--- config.mk ---
export PLATFORM = sky130hd
export DESIGN_NAME = fixed_deparser_flat
export DESIGN_NICKNAME = d
export VERILOG_FILES = /design/src/rtl/fixed_deparser_if.sv /design/src/rtl/fixed_deparser.sv /design/src/flat_wrapper.sv
export SDC_FILE = /design/constraint.sdc
export NUM_CORES = 2
export LEC_CHECK = 0
export ABC_AREA = 1
export BUFFER_PORTS_ARGS = -buffer_cell sky130_fd_sc_hd__buf_4
export CAP_MARGIN = 10
export CORE_AREA = 2 2 248 250
export CTS_CLUSTER_DIAMETER = 60
export DETAILED_ROUTE_END_ITERATION = 6
export DIE_AREA = 0 0 250 252
export GPL_ROUTABILITY_DRIVEN = 0
export PLACE_DENSITY = 0.86
export SLEW_MARGIN = 15
export SYNTH_ARGS = -nofsm -noshare
export SYNTH_HDL_FRONTEND = slang
export SYNTH_SLANG_ARGS = --single-unit
export TNS_END_PERCENT = 20
--- constraint.sdc ---
create_clock -name clk -period 57.1 [get_ports clk]
set_input_delay 8.565 -clock clk [delete_from_list [all_inputs] [get_ports clk]]
set_output_delay 8.565 -clock clk [all_outputs]
set_load 0.05 [all_outputs]
--- src/rtl/fixed_deparser_if.sv ---
// Byte stream carrying deparsed header bytes toward the egress packet builder.
//   byte_o  : stream data byte
//   valid_o : byte_o valid
//   last_o  : final byte of the last present header
//   ready_i : sink accepts byte when valid_o & ready_i
// master = deparser side, slave = sink side.
interface fixed_deparser_if;
  logic [7:0] byte_o;
  logic       valid_o;
  logic       last_o;
  logic       ready_i;

  modport master (output byte_o, valid_o, last_o, input  ready_i);
  modport slave  (input  byte_o, valid_o, last_o, output ready_i);
endinterface

--- src/rtl/fixed_deparser.sv ---
// Fixed-graph header deparser. Snapshots a header byte window plus per-header
// offsets on start, then streams every present header, in header-index order,
// one byte per cycle on a valid/ready stream.
// Ports:
//   clk, rst       : clock, async active-high reset
//   start_i        : deparse request, accepted only in IDLE
//   pkt_hdr_i      : header byte window, sampled on accepted start
//   parsed_hdrs_i  : per-header offset or NO_HEADER, sampled on accepted start
//   strm           : output byte stream (master)
//   busy_o         : high while emitting
//   done_o         : one-cycle completion pulse
//   len_o          : bytes emitted, held until next start
//   error_o        : a header overran the window, held until next start

// Per-header bound check: present if not NO_HEADER and the whole header fits.
// The sum is formed at 33 bits so huge offsets cannot wrap back into range.
module fixed_deparser_hdr_chk #(
  parameter int          HDR_MAX_LEN = 64,
  parameter logic [31:0] NO_HEADER   = 32'hFFFF_FFFF
) (
  input  logic [31:0] offset,
  input  logic [15:0] len,
  output logic        present,
  output logic        overrun
);
  logic [32:0] end_pos;
  logic        given;

  assign end_pos = {1'b0, offset} + {17'b0, len};
  assign given   = (offset != NO_HEADER);
  assign present = given && (end_pos <= 33'(HDR_MAX_LEN));
  assign overrun = given && (end_pos >  33'(HDR_MAX_LEN));
endmodule

module fixed_deparser #(
  parameter int          NUM_HEADERS = 3,
  parameter int          HDR_MAX_LEN = 64,
  parameter logic [31:0] NO_HEADER   = 32'hFFFF_FFFF,
  parameter int          HDR0_LEN    = 14,
  parameter int          HDR1_LEN    = 20,
  parameter int          HDR2_LEN    = 8
) (
  input  logic                                clk,
  input  logic                                rst,
  input  logic                                start_i,
  input  logic [HDR_MAX_LEN-1:0][7:0]         pkt_hdr_i,
  input  logic [NUM_HEADERS-1:0][31:0]        parsed_hdrs_i,
  fixed_deparser_if.master                    strm,
  output logic                                busy_o,
  output logic                                done_o,
  output logic [15:0]                         len_o,
  output logic                                error_o
);
  localparam int AW = $clog2(HDR_MAX_LEN);
  localparam int IW = (NUM_HEADERS > 1) ? $clog2(NUM_HEADERS) : 1;
  localparam logic [NUM_HEADERS-1:0][15:0] LEN_TAB =
    {16'(HDR2_LEN), 16'(HDR1_LEN), 16'(HDR0_LEN)};

  typedef enum logic [1:0] {IDLE, EMIT, FINISH} state_t;

  function automatic logic [15:0] hdr_len(input logic [IW-1:0] i);
    case (i)
      IW'(0):  hdr_len = 16'(HDR0_LEN);
      IW'(1):  hdr_len = 16'(HDR1_LEN);
      IW'(2):  hdr_len = 16'(HDR2_LEN);
      default: hdr_len = 16'd0;
    endcase
  endfunction

  function automatic logic [IW-1:0] lowest(input logic [NUM_HEADERS-1:0] m);
    lowest = '0;
    for (int i = NUM_HEADERS-1; i >= 0; i--)
      if (m[i]) lowest = IW'(i);
  endfunction

  // bound check per header slot
  logic [NUM_HEADERS-1:0] hit, ovr;
  fixed_deparser_hdr_chk #(.HDR_MAX_LEN(HDR_MAX_LEN), .NO_HEADER(NO_HEADER))
    u_chk [NUM_HEADERS-1:0] (
      .offset (parsed_hdrs_i),
      .len    (LEN_TAB),
      .present(hit),
      .overrun(ovr)
    );

  state_t                          state_q, state_n;
  logic [HDR_MAX_LEN-1:0][7:0]     snap_q, snap_n;
  logic [NUM_HEADERS-1:0][AW-1:0]  offs_q, offs_n;
  logic [NUM_HEADERS-1:0]          mask_q, mask_n, rem;
  logic [IW-1:0]                   idx_q, idx_n;
  logic [15:0]                     cnt_q, cnt_n;
  logic [15:0]                     len_n;
  logic                            err_n;
  logic [AW-1:0]                   addr_n;
  logic                            last_n;

  always_comb begin
    state_n = state_q;
    snap_n  = snap_q;
    offs_n  = offs_q;
    mask_n  = mask_q;
    idx_n   = idx_q;
    cnt_n   = cnt_q;
    len_n   = len_o;
    err_n   = error_o;
    rem     = '0;
    case (state_q)
      IDLE: if (start_i) begin
        snap_n = pkt_hdr_i;
        for (int i = 0; i < NUM_HEADERS; i++) offs_n[i] = parsed_hdrs_i[i][AW-1:0];
        mask_n = hit;
        err_n  = |ovr;
        len_n  = '0;
        idx_n  = lowest(hit);
        cnt_n  = '0;
        state_n = (|hit) ? EMIT : FINISH;
      end
      EMIT: if (strm.ready_i) begin
        len_n = len_o + 16'd1;
        if (cnt_q == hdr_len(idx_q) - 16'd1) begin
          rem    = mask_q & ~(NUM_HEADERS'(1) << idx_q);
          mask_n = rem;
          idx_n  = lowest(rem);
          cnt_n  = '0;
          if (rem == '0) state_n = FINISH;
        end else begin
          cnt_n = cnt_q + 16'd1;
        end
      end
      default: state_n = IDLE;
    endcase
  end

  // Outputs are registered from next-state values so a new header follows
  // the previous one without a bubble and everything holds while stalled.
  assign addr_n = offs_n[idx_n] + cnt_n[AW-1:0];
  assign last_n = (state_n == EMIT) && (cnt_n == hdr_len(idx_n) - 16'd1) &&
                  ((mask_n & ~(NUM_HEADERS'(1) << idx_n)) == '0);

  always_ff @(posedge clk or posedge rst) begin
    if (rst) begin
      state_q      <= IDLE;
      snap_q       <= '0;
      offs_q       <= '0;
      mask_q       <= '0;
      idx_q        <= '0;
      cnt_q        <= '0;
      len_o        <= '0;
      error_o      <= 1'b0;
      busy_o       <= 1'b0;
      done_o       <= 1'b0;
      strm.valid_o <= 1'b0;
      strm.last_o  <= 1'b0;
      strm.byte_o  <= '0;
    end else begin
      state_q      <= state_n;
      snap_q       <= snap_n;
      offs_q       <= offs_n;
      mask_q       <= mask_n;
      idx_q        <= idx_n;
      cnt_q        <= cnt_n;
      len_o        <= len_n;
      error_o      <= err_n;
      busy_o       <= (state_n == EMIT);
      done_o       <= (state_n == FINISH);
      strm.valid_o <= (state_n == EMIT);
      strm.last_o  <= last_n;
      strm.byte_o  <= (state_n == EMIT) ? snap_n[addr_n] : 8'h00;
    end
  end
endmodule

--- src/flat_wrapper.sv ---
// flat-port wrapper written by rule: the top's interface ports become plain ports
module fixed_deparser_flat 
#(
  parameter int          NUM_HEADERS = 3,
  parameter int          HDR_MAX_LEN = 64,
  parameter logic [31:0] NO_HEADER   = 32'hFFFF_FFFF,
  parameter int          HDR0_LEN    = 14,
  parameter int          HDR1_LEN    = 20,
  parameter int          HDR2_LEN    = 8
)
  (clk, rst, start_i, pkt_hdr_i, parsed_hdrs_i, busy_o, done_o, len_o, error_o, strm_byte_o, strm_valid_o, strm_last_o, strm_ready_i);
  fixed_deparser_if strm_i ();
  input  logic clk;
  input  logic rst;
  input  logic start_i;
  input  logic [HDR_MAX_LEN-1:0][7:0] pkt_hdr_i;
  input  logic [NUM_HEADERS-1:0][31:0] parsed_hdrs_i;
  output logic busy_o;
  output logic done_o;
  output logic [15:0] len_o;
  output logic error_o;
  output wire logic [$bits(strm_i.byte_o)-1:0] strm_byte_o;
  output wire logic [$bits(strm_i.valid_o)-1:0] strm_valid_o;
  output wire logic [$bits(strm_i.last_o)-1:0] strm_last_o;
  input wire logic [$bits(strm_i.ready_i)-1:0] strm_ready_i;
  assign strm_byte_o = strm_i.byte_o;
  assign strm_valid_o = strm_i.valid_o;
  assign strm_last_o = strm_i.last_o;
  assign strm_i.ready_i = strm_ready_i;
  fixed_deparser #(.NUM_HEADERS(NUM_HEADERS), .HDR_MAX_LEN(HDR_MAX_LEN), .NO_HEADER(NO_HEADER), .HDR0_LEN(HDR0_LEN), .HDR1_LEN(HDR1_LEN), .HDR2_LEN(HDR2_LEN)) u_core (.clk(clk), .rst(rst), .start_i(start_i), .pkt_hdr_i(pkt_hdr_i), .parsed_hdrs_i(parsed_hdrs_i), .strm(strm_i), .busy_o(busy_o), .done_o(done_o), .len_o(len_o), .error_o(error_o));
endmodule
==> qor.txt <==
Critical path class -> in2reg
Post_cts resized -> 0
Worst path max stage delay -> 0.78 ns
Initial Util -> 51.6%
DRC viols -> 0
Nets@finish -> 5545
Hold slack -> 0.472 ns
Cell Pwr Density -> 71.3 nW/µm²
Met1 Use GR -> 44.8%
Min-delay worst type -> reg2reg
Post-synth EDFFs -> 0
CP required -> 57.61 ns
Final TNS setup -> 0 ns
Fin crit period -> 14.57 ns
Least-Margin Pin Slew -> 1.47 ns
Hold path start -> u_core.snap_q[129]$_DFF_PP0_
Via-to-Cell Ratio -> 5.58
GR Overflow Total -> 0
H-Tree Depth -> 2
Die width -> 250 µm
Fraction of registers with async set/reset -> 100%
Max-cap violations -> 0
Synth-to-layout area growth -> 23.5%
Yosys top cell area share -> 46.8%
Number of clock sinks -> 581
Largest net degree at the start of global routing -> 212
Via Count -> 32100
Rows -> 90
Final slew viol count -> 0
Crit Path Max Fanout -> 68
Layout cells sized above 1 -> 17.4%
Hold Buf Count CTS -> 0
Post-synthesis net count -> 5041
Post-Syn Instances -> 4411
CTS Buffer Depth -> 3
Cell taking the most area after synthesis -> dfrtp_1
Initial antenna violation count -> 2
Fin. Hold Viols -> 0
Final period utilization -> 25.5%
Mean Syn Cell Area -> 7.04 µm²
Most frequent cells in the layout -> 2195 x nand2_1, 665 x buf_4, 581 x dfrtp_1
Synth top area cells -> dfrtp_1 47%, nand2_1 27%, nand3_1 8.1%, inv_1 2.7%, nor2_1 2.4%
Critical path's slowest cell -> fa_4
RSZ-0062 raised after global routing -> no
Final wirelength -> 109000 µm
Final setup violation count -> 0
Pleak -> 20.4 nW
Routed Antenna Nets -> 0
Synth Warn # -> 0
Most frequent cell on the critical path -> nand2_1
Die area -> 63000 µm²
Most common cell after layout, fill and taps aside -> nand2_1
First-pass GRT wire length -> 167000 µm
Peak supply drop -> 115 µV
Met3 Resource Use GR -> 7.03%
Drt initial violations -> 3848
Synthesized area -> 31000 µm²
Cell variety after synth -> 51
Drt wl/cell -> 19.0 µm
Overall Global Routing Usage -> 33.8%
Number of CTS-inserted buffers -> 61
HPWL after detailed placement -> 77100 µm
Clk pin slew, worst setup/hold paths -> 0.06 ns
Achievable Freq -> 68.6 MHz
Total iterations of the first detailed-routing run -> 6
Number of synthesized register bits -> 581
Relative slew slack -> 2.21%
Chip height -> 252 µm
Worst setup SP type -> primary input
CP startpoint -> parsed_hdrs_i[1]
R2R Path Start -> u_core.idx_q[0]$_DFF_PP0_
Worst skew pair latency -> 0.66 ns
Final Skew -> 0.0376 ns
Clock root buffer -> clkbuf_16
Ports -> 641
GR Util met2 -> 52.8%
Buffers on Ports -> 640
Core area -> 60100 µm²
Status -> finished, final reports clean
Sequential-to-total area share from yosys stat -> 46.8%
Post-synth top flop -> dfrtp_1
Post-CTS Setup Inserts -> 0
Most used routing layer -> met2
Vias in the first global route -> 30400
Crit path DAT -> 15.08 ns
Kind of end point of the critical path -> flop
CTS tree -> built
[state kept, by name (all words and copies together) (netlist names)]
register and cells:
u_core.offs_q 18, u_core.error_o 1, u_core.mask_q 3, u_core.cnt_q 16, u_core.snap_q 512, u_core.len_o 16, u_core.state_q 2, u_core.done_o 1
u_core.strm.last_o 1, u_core.strm.byte_o 8, u_core.idx_q 2, u_core.busy_o 1
[Yosys cell counts, drive strengths merged (3+ instances only)]
cell type and instances:
dfrtp 581, and3 3, mux2i 35, o21ai 116, xnor2 10, nor3b 3
a211oi 4, nand3b 15, o211ai 5, buf 65, clkinv 3, a31oi 17
o21bai 5, nand3 509, nand4 24, a21oi 47, ha 17, clkbuf 161
nand2 2207, or2 46, o311ai 6, xor2 27, nor2 214, o22ai 6
nor4 5, o221ai 10, nor3 29, inv 230
[final cells by class]
cell class                      count  area, µm²
Clock inverter                     25        303
Sequential cell                   581      14500
Inverter                          233        900
Multi-Input combinational cell   3371      14800
Fill cell                        5149      21800
Tap cell                          782        978
Antenna cell                        5       12.5
Clock buffer                       87       1760
Timing Repair Buffer              667       5030
[cell families (layout without fill, tap and decap cells)]
family	after synthesis	in the layout	synth area share, %
AO/OA/AOI/OAI	225	225	4.16
buffers and inverters	459	1012	5.62
other	0	5	0
XOR/XNOR	37	37	1.04
flip-flops	581	581	46.8
adder cells (fa/ha/maj)	18	18	0.750
AND/OR/NAND/NOR	3056	3056	40.5
multiplexers	35	35	1.13
[worst paths after layout]
path                                              endpoint  slack (ns)  depth (start not counted)
min in group asynchronous     u_core.snap_q[165]$_DFF_PP0_        8.06                          2
max                        u_core.strm.byte_o[1]$_DFF_PP0_       42.53                         36
max in group asynchronous     u_core.snap_q[267]$_DFF_PP0_       45.86                          5
min                           u_core.snap_q[129]$_DFF_PP0_        0.47                          2
min reg2reg                   u_core.snap_q[129]$_DFF_PP0_        0.47                          2
max reg2reg                u_core.strm.byte_o[1]$_DFF_PP0_       50.14                         30
[power breakdown]
| group | switching, W | internal [W] |
|---|---|---|
| clock network | 0.000173 | 0.000234 |
| registers | 0.0000558 | 0.000595 |
| logic | 0.00120 | 0.000479 |
| total | 0.00143 | 0.00131 |
[per-layer routing]
| metal | part of all wire, % | vias to the layer above |
|---|---|---|
| li1 | - | 14900 |
| met1 | 39 | 14900 |
| met2 | 45 | 1955 |
| met3 | 10 | 350 |
| met4 | 5.6 | 2 |
| met5 | 0.011 | - |
[metrics by stage]
stage | worst slack (ns) | utilization (%) | power, W | instances | area [µm²]
floorplan | 32.28 | - | 0.00176 | 4411 | 31000
global placement | 42.20 | 60.3 | 0.00226 | 5634 | 36300
detailed placement | 42.09 | 60.3 | 0.00229 | 5634 | 36300
CTS | 42.69 | 63.8 | 0.00270 | 5746 | 38300
global route | 42.07 | 63.8 | 0.00291 | 5747 | 38300
finish | 42.53 | 63.8 | 0.00273 | 5751 | 38400
[worst max-delay path: cells and delay by family]
kind	cells	cell delay, ns
simple gates	23	2.67
buf+inv	7	1.81
fa+ha+maj	3	1.17
compound gates	3	0.72
Power figures use the tool's default switching activity.
